### src/rtl/uart_pkg.sv
// Shared constants and state encoding for the UART register responder.
// Opcodes and response codes are fixed 8-bit values on the wire.
package uart_pkg;

  localparam logic [7:0] CMD_WRITE = 8'h57;
  localparam logic [7:0] CMD_READ  = 8'h52;
  localparam logic [7:0] RSP_ACK   = 8'h06;
  localparam logic [7:0] RSP_NAK   = 8'h15;

  typedef enum logic [2:0] {
    ST_IDLE,
    ST_GET_ADDR,
    ST_GET_DATA,
    ST_EXEC,
    ST_SEND,
    ST_WAIT_BUSY_HI,
    ST_WAIT_BUSY_LO
  } resp_state_t;

endpackage

### src/rtl/uart_reg_responder.sv
// Decodes read/write command frames arriving from the UART receiver, updates a
// small register file and answers each frame with one byte through the UART transmitter.
module uart_reg_responder
  import uart_pkg::*;
#(
  parameter int DATA_BITS      = 8,
  parameter int NUM_REGS       = 16,
  parameter int TIMEOUT_CYCLES = 200_000
) (
  input  logic                          clock,
  input  logic                          reset,
  input  logic [DATA_BITS-1:0]          rx_data,
  input  logic                          rx_valid,
  output logic [DATA_BITS-1:0]          tx_data,
  output logic                          tx_send,
  input  logic                          tx_busy,
  output logic [NUM_REGS*DATA_BITS-1:0] regs_out,
  output logic                          cmd_done,
  output logic [7:0]                    err_count
);

  localparam int AW = (NUM_REGS > 1) ? $clog2(NUM_REGS) : 1;
  localparam int TW = $clog2(TIMEOUT_CYCLES + 1);
  localparam logic [TW-1:0] TMO_MAX = TW'(TIMEOUT_CYCLES);
  localparam logic [DATA_BITS:0] NUM_REGS_W = (DATA_BITS + 1)'(NUM_REGS);

  resp_state_t state_q, state_d;
  logic                               isWrite_q, isWrite_d;
  logic                               nak_q, nak_d;
  logic [AW-1:0]                      addr_q, addr_d;
  logic [NUM_REGS-1:0][DATA_BITS-1:0] regs_q, regs_d;
  logic [DATA_BITS-1:0]               txData_q, txData_d;
  logic                               txSend_q, txSend_d;
  logic                               cmdDone_q, cmdDone_d;
  logic [7:0]                         err_q, err_d;
  logic [TW-1:0]                      tmo_q, tmo_d;
  logic                               errInc;

  assign tx_data   = txData_q;
  assign tx_send   = txSend_q;
  assign cmd_done  = cmdDone_q;
  assign err_count = err_q;
  assign regs_out  = regs_q;

  // Frame decode, register update and timeout; every error source funnels into
  // one increment flag so coincident errors are counted once.
  always_comb begin
    state_d   = state_q;
    isWrite_d = isWrite_q;
    nak_d     = nak_q;
    addr_d    = addr_q;
    regs_d    = regs_q;
    txData_d  = txData_q;
    tmo_d     = '0;
    errInc    = 1'b0;
    txSend_d  = (state_q == ST_EXEC);
    cmdDone_d = (state_q == ST_EXEC);

    case (state_q)
      ST_IDLE: begin
        if (rx_valid) begin
          if (rx_data == DATA_BITS'(CMD_WRITE) || rx_data == DATA_BITS'(CMD_READ)) begin
            isWrite_d = (rx_data == DATA_BITS'(CMD_WRITE));
            nak_d     = 1'b0;
            state_d   = ST_GET_ADDR;
          end else begin
            nak_d   = 1'b1;
            state_d = ST_EXEC;
          end
        end
      end
      ST_GET_ADDR, ST_GET_DATA: begin
        if (rx_valid) begin
          if (state_q == ST_GET_ADDR) begin
            addr_d  = rx_data[AW-1:0];
            nak_d   = ({1'b0, rx_data} >= NUM_REGS_W);
            state_d = isWrite_q ? ST_GET_DATA : ST_EXEC;
          end else begin
            if (!nak_q) regs_d[addr_q] = rx_data;
            state_d = ST_EXEC;
          end
        end else if (tmo_q == TMO_MAX) begin
          errInc  = 1'b1;
          state_d = ST_IDLE;
        end else begin
          tmo_d = tmo_q + TW'(1);
        end
      end
      ST_EXEC: begin
        if (nak_q)          txData_d = DATA_BITS'(RSP_NAK);
        else if (isWrite_q) txData_d = DATA_BITS'(RSP_ACK);
        else                txData_d = regs_q[addr_q];
        errInc  = nak_q;
        state_d = ST_SEND;
      end
      ST_SEND:         state_d = ST_WAIT_BUSY_HI;
      ST_WAIT_BUSY_HI: if (tx_busy)  state_d = ST_WAIT_BUSY_LO;
      ST_WAIT_BUSY_LO: if (!tx_busy) state_d = ST_IDLE;
      default:         state_d = ST_IDLE;
    endcase

    if (rx_valid && (state_q inside {ST_EXEC, ST_SEND, ST_WAIT_BUSY_HI, ST_WAIT_BUSY_LO}))
      errInc = 1'b1;

    err_d = (errInc && err_q != 8'hFF) ? err_q + 8'd1 : err_q;
  end

  always_ff @(posedge clock) begin
    if (reset) begin
      state_q   <= ST_IDLE;
      isWrite_q <= 1'b0;
      nak_q     <= 1'b0;
      addr_q    <= '0;
      regs_q    <= '0;
      txData_q  <= '0;
      txSend_q  <= 1'b0;
      cmdDone_q <= 1'b0;
      err_q     <= '0;
      tmo_q     <= '0;
    end else begin
      state_q   <= state_d;
      isWrite_q <= isWrite_d;
      nak_q     <= nak_d;
      addr_q    <= addr_d;
      regs_q    <= regs_d;
      txData_q  <= txData_d;
      txSend_q  <= txSend_d;
      cmdDone_q <= cmdDone_d;
      err_q     <= err_d;
      tmo_q     <= tmo_d;
    end
  end

endmodule

### config.mk
export PLATFORM = sky130hd
export DESIGN_NAME = uart_reg_responder
export DESIGN_NICKNAME = d
export VERILOG_FILES = /design/src/rtl/uart_pkg.sv /design/src/rtl/uart_reg_responder.sv
export SDC_FILE = /design/constraint.sdc
export NUM_CORES = 1
export LEC_CHECK = 0
export BUFFER_PORTS_ARGS = -buffer_cell sky130_fd_sc_hd__buf_2
export CAP_MARGIN = 20
export CELL_PAD_IN_SITES_DETAIL_PLACEMENT = 0
export CELL_PAD_IN_SITES_GLOBAL_PLACEMENT = 1
export CORE_AREA = 2 2 143 145
export DETAILED_ROUTE_END_ITERATION = 10
export DIE_AREA = 0 0 145 147
export HOLD_SLACK_MARGIN = 0.15
export PLACE_DENSITY = 0.85
export SYNTH_ARGS = -nofsm -noshare
export SYNTH_HDL_FRONTEND = slang
export SYNTH_SLANG_ARGS = --single-unit
### constraint.sdc
create_clock -name clock -period 4.19 [get_ports clock]
set_input_delay 0 -clock clock [delete_from_list [all_inputs] [get_ports clock]]
set_output_delay 0 -clock clock [all_outputs]
set_load 0.05 [all_outputs]
==> impl_results.md <==
* Status: finished, final reports clean
* Top FF cell, synth: dfxtp_1
* Initial DRC Count at 609
* Maximum clock rate at 0.3886 GHz
* Detailed-route DRC error count at 0
* Family with the most delay on the worst path: flip-flops
* Worst R2R End: tx_data[4]$_SDFFE_PP0P_
* Met2 Routed Length at 11630 um
* Hold slack at 227.4 ps
* Highest metal used: met4
* Worst path slowest cell: dfxtp_2
* Synthesized Nets at 905
* Post-route ant nets at 0
* Post-synth ARST share at 0%
* Initial Util at 39.34%
* DIE HEIGHT at 147 um
* Fin Setup TNS at 0 ps
* Drt first pass iters at 5
* Period minus WS final at 2573 ps
* Crit path launch: addr_q[0]$_SDFFE_PP0P_
* Fin. Hold Viols at 0
* CTS tree: yes
* CP arrival at 2860 ps
* Layout cell share with drive strength beyond 1 at 25.78%
* GP Congestion at 0.8875
* Core area at 19840 um^2
* Post-synth EDFFs at 0
* CTS sink cnt at 172
* Worst slew pin tran at 1066 ps
* WL met3 at 2007 um
* Global-route wire length before repair at 37670 um
* Global-route total usage across every layer at 22.68%
* Vias in the first global route at 6485
* Mapped cell area at 7806 um^2
* Synth warnings at 0
* Worst-path fanout max at 32
* Max capacitance violation total at 0
* DIE AREA at 21320 um^2
* Clock Root Buffer: clkbuf_16
* Port Buffers at 157
* Post-synthesis sequential area ratio at 44.11%
* M1 wire length at 10080 um
* Fill count at 1909
* Setup violations, final at 0
* Mapped Cells at 890
* I/O pin count at 158
* Setup repair bufs after CTS at 0
* Critical Path RT at 4470 ps
* Placement Rows at 52
* Clock skew at 12.69 ps
* CP Depth at 5
* Post-cts gate resize count at 0
* Top cells by area, synth: dfxtp_1 (44%), nand2_1 (9.0%), mux4_2 (8.1%)
* Top cell type's share of synthesized area at 44.11%
* Slew Viols, Final at 0
* Htree depth at 4
* Startpoint Class: flip-flop
* Relative slew slack at 28.91%
* Detailed Place HPWL at 16810 um
* Die X at 145 um
* R2R depth at 5
* DR vias at 7050
* CP max stage delay at 920 ps
* Crit end category: flip-flop
* Setup slack, reg-to-reg at 1620 ps
* Antenna Cells at 0
* Max Root-Sink Buffers at 2
* Clk_lat worst skew at 440 ps
* Fin crit share at 61.41%
* CP Cell Sequence: buf_4 -> mux4_2 -> mux2_2 -> a221oi_1 -> nor3_1
* Leak at 3.806 nW
* Syn-to-layout area delta at 19.62%
* RSZ-0062 raised after global routing: false
* Worst R2R Start: addr_q[0]$_SDFFE_PP0P_
* Drt total wl at 24460 um
* WP buf/inv at 1
* CP Class: flip-flop to flip-flop
* Initial antenna violation count at 0
* Setup crit end: tx_data[4]$_SDFFE_PP0P_
* Post-synth cell types at 54
* Maximum vdd drop at 0.2971 mV
* Avg WL per Cell at 18.90 um
* Avg Inst Size Synth at 8.771 um^2
* Pwr per Cell Area at 381.7 nW/um^2
* Worst-path clk slew at 70 ps
* Nets at 1027
* Synth Register Bits at 172
* GRT overflow at 0
* Via/cell ratio at 5.448
* HP Class: input pin to flip-flop
* Pin count of the biggest net entering global routing at 101
* Cts hold-fix bufs at 11
* Num CTS Buffers at 17
* Synth area leader: dfxtp_1
==> cell families (layout without fill, tap and decap cells) <==
kind of cell             Yosys count  in the layout  synth area share [%]
AND/OR/NAND/NOR                  395            395                 22.97
XOR/XNOR                          18             18                 2.116
AO/OA/AOI/OAI                    142            142                 10.24
buffers and inverters             79            213                 5.017
adder cells (fa/ha/maj)            3              3                0.4809
flip-flops                       172            172                 44.11
multiplexers                      81             81                 15.07
==> cell type report <==
type / count / area (um^2) / area share [%]
Timing Repair Buffer: 175 / 950.9 / 10.18
Clock buffer: 18 / 439.2 / 4.703
Clock inverter: 13 / 166.4 / 1.782
Sequential cell: 172 / 3446 / 36.90
Multi-Input combinational cell: 639 / 3971 / 42.53
Tap cell: 270 / 337.8 / 3.618
Inverter: 7 / 26.28 / 0.2814
==> cell usage in the layout, fill, tap and decap left out, types with 5 or more instances in the layout <==
master / synthesis / routed
nand2_1: 187 / 187
dfxtp_1: 172 / 170
buf_2: 19 / 156
a21oi_1: 105 / 105
nor2_1: 75 / 75
nand3_1: 44 / 44
mux2i_1: 41 / 41
mux4_2: 28 / 28
clkbuf_16: 0 / 17
nor3_1: 16 / 16
a22oi_1: 14 / 14
mux2_2: 12 / 12
nor2b_1: 11 / 11
nor2_2: 11 / 11
dlygate4sd3_1: 0 / 11
xnor2_1: 10 / 10
and3_1: 9 / 9
buf_4: 7 / 8
inv_1: 7 / 7
xor2_1: 7 / 7
nand2b_1: 6 / 6
nand4_1: 6 / 6
clkinvlp_4: 0 / 6
o21ai_0: 5 / 5
==> synth_stat cells, types with 7 or more instances <==
| library cell | n |
|---|---|
| a21oi_1 | 105 |
| mux2i_1 | 41 |
| buf_4 | 7 |
| a22oi_1 | 14 |
| xnor2_1 | 10 |
| inv_1 | 7 |
| and3_1 | 9 |
| nand2_1 | 187 |
| clkbuf_1 | 41 |
| xor2_1 | 7 |
| mux4_2 | 28 |
| nand3_1 | 44 |
| buf_2 | 19 |
| nor2_2 | 11 |
| nor3_1 | 16 |
| dfxtp_1 | 172 |
| mux2_2 | 12 |
| nor2_1 | 75 |
| nor2b_1 | 11 |
==> layer usage <==
metal | GRT usage [%] | vias up
li1 | - | 3301
met1 | 29.28 | 3360
met2 | 36.17 | 334
met3 | 5.776 | 55
met4 | 9.901 | 0
met5 | 0 | -
==> stage by stage <==
| step | area [um^2] | instances | utilization [%] | worst slack, ps | power (mW) |
|---|---|---|---|---|---|
| after floorplan | 7806 | 890 | - | 2249 | 1.899 |
| after global placement | 8622 | 1252 | 43.45 | 1588 | 1.948 |
| after detailed placement | 8622 | 1252 | 43.45 | 1565 | 1.951 |
| after CTS | 9338 | 1294 | 47.06 | 1562 | 3.573 |
| after global routing | 9338 | 1294 | 47.06 | 1447 | 3.661 |
| final | 9338 | 1294 | 47.06 | 1617 | 3.564 |
==> power breakdown <==
group	internal (mW)	leakage, nW	switching [mW]
registers	1.65	1.39	0.0404
logic	0.0766	2.14	0.159
clock network	0.953	0.277	0.685
==> flip-flops by register name, indices dropped and copies added, names as in the netlist <==
register / count
tx_data: 8
state_q: 3
tmo_q: 18
err_count: 8
nak_q: 1
addr_q: 4
regs_out: 128
cmd_done: 1
isWrite_q: 1
==> how the worst min path moves through the flow <==
stage	to	slack, ps	cells past startpoint	start
final	addr_q[1]$_SDFFE_PP0P_	230	2	reset
after global routing	addr_q[0]$_SDFFE_PP0P_	260	2	reset
after CTS	regs_out[2]$_SDFFE_PP0P_	220	2	reset
after detailed placement	state_q[0]$_SDFFE_PP0P_	430	3	rx_valid
after global placement	state_q[0]$_SDFFE_PP0P_	430	3	rx_valid
after floorplan	err_count[1]$_SDFFE_PP0P_	180	2	reset
Note: power is estimated with default switching activity, not from simulation.
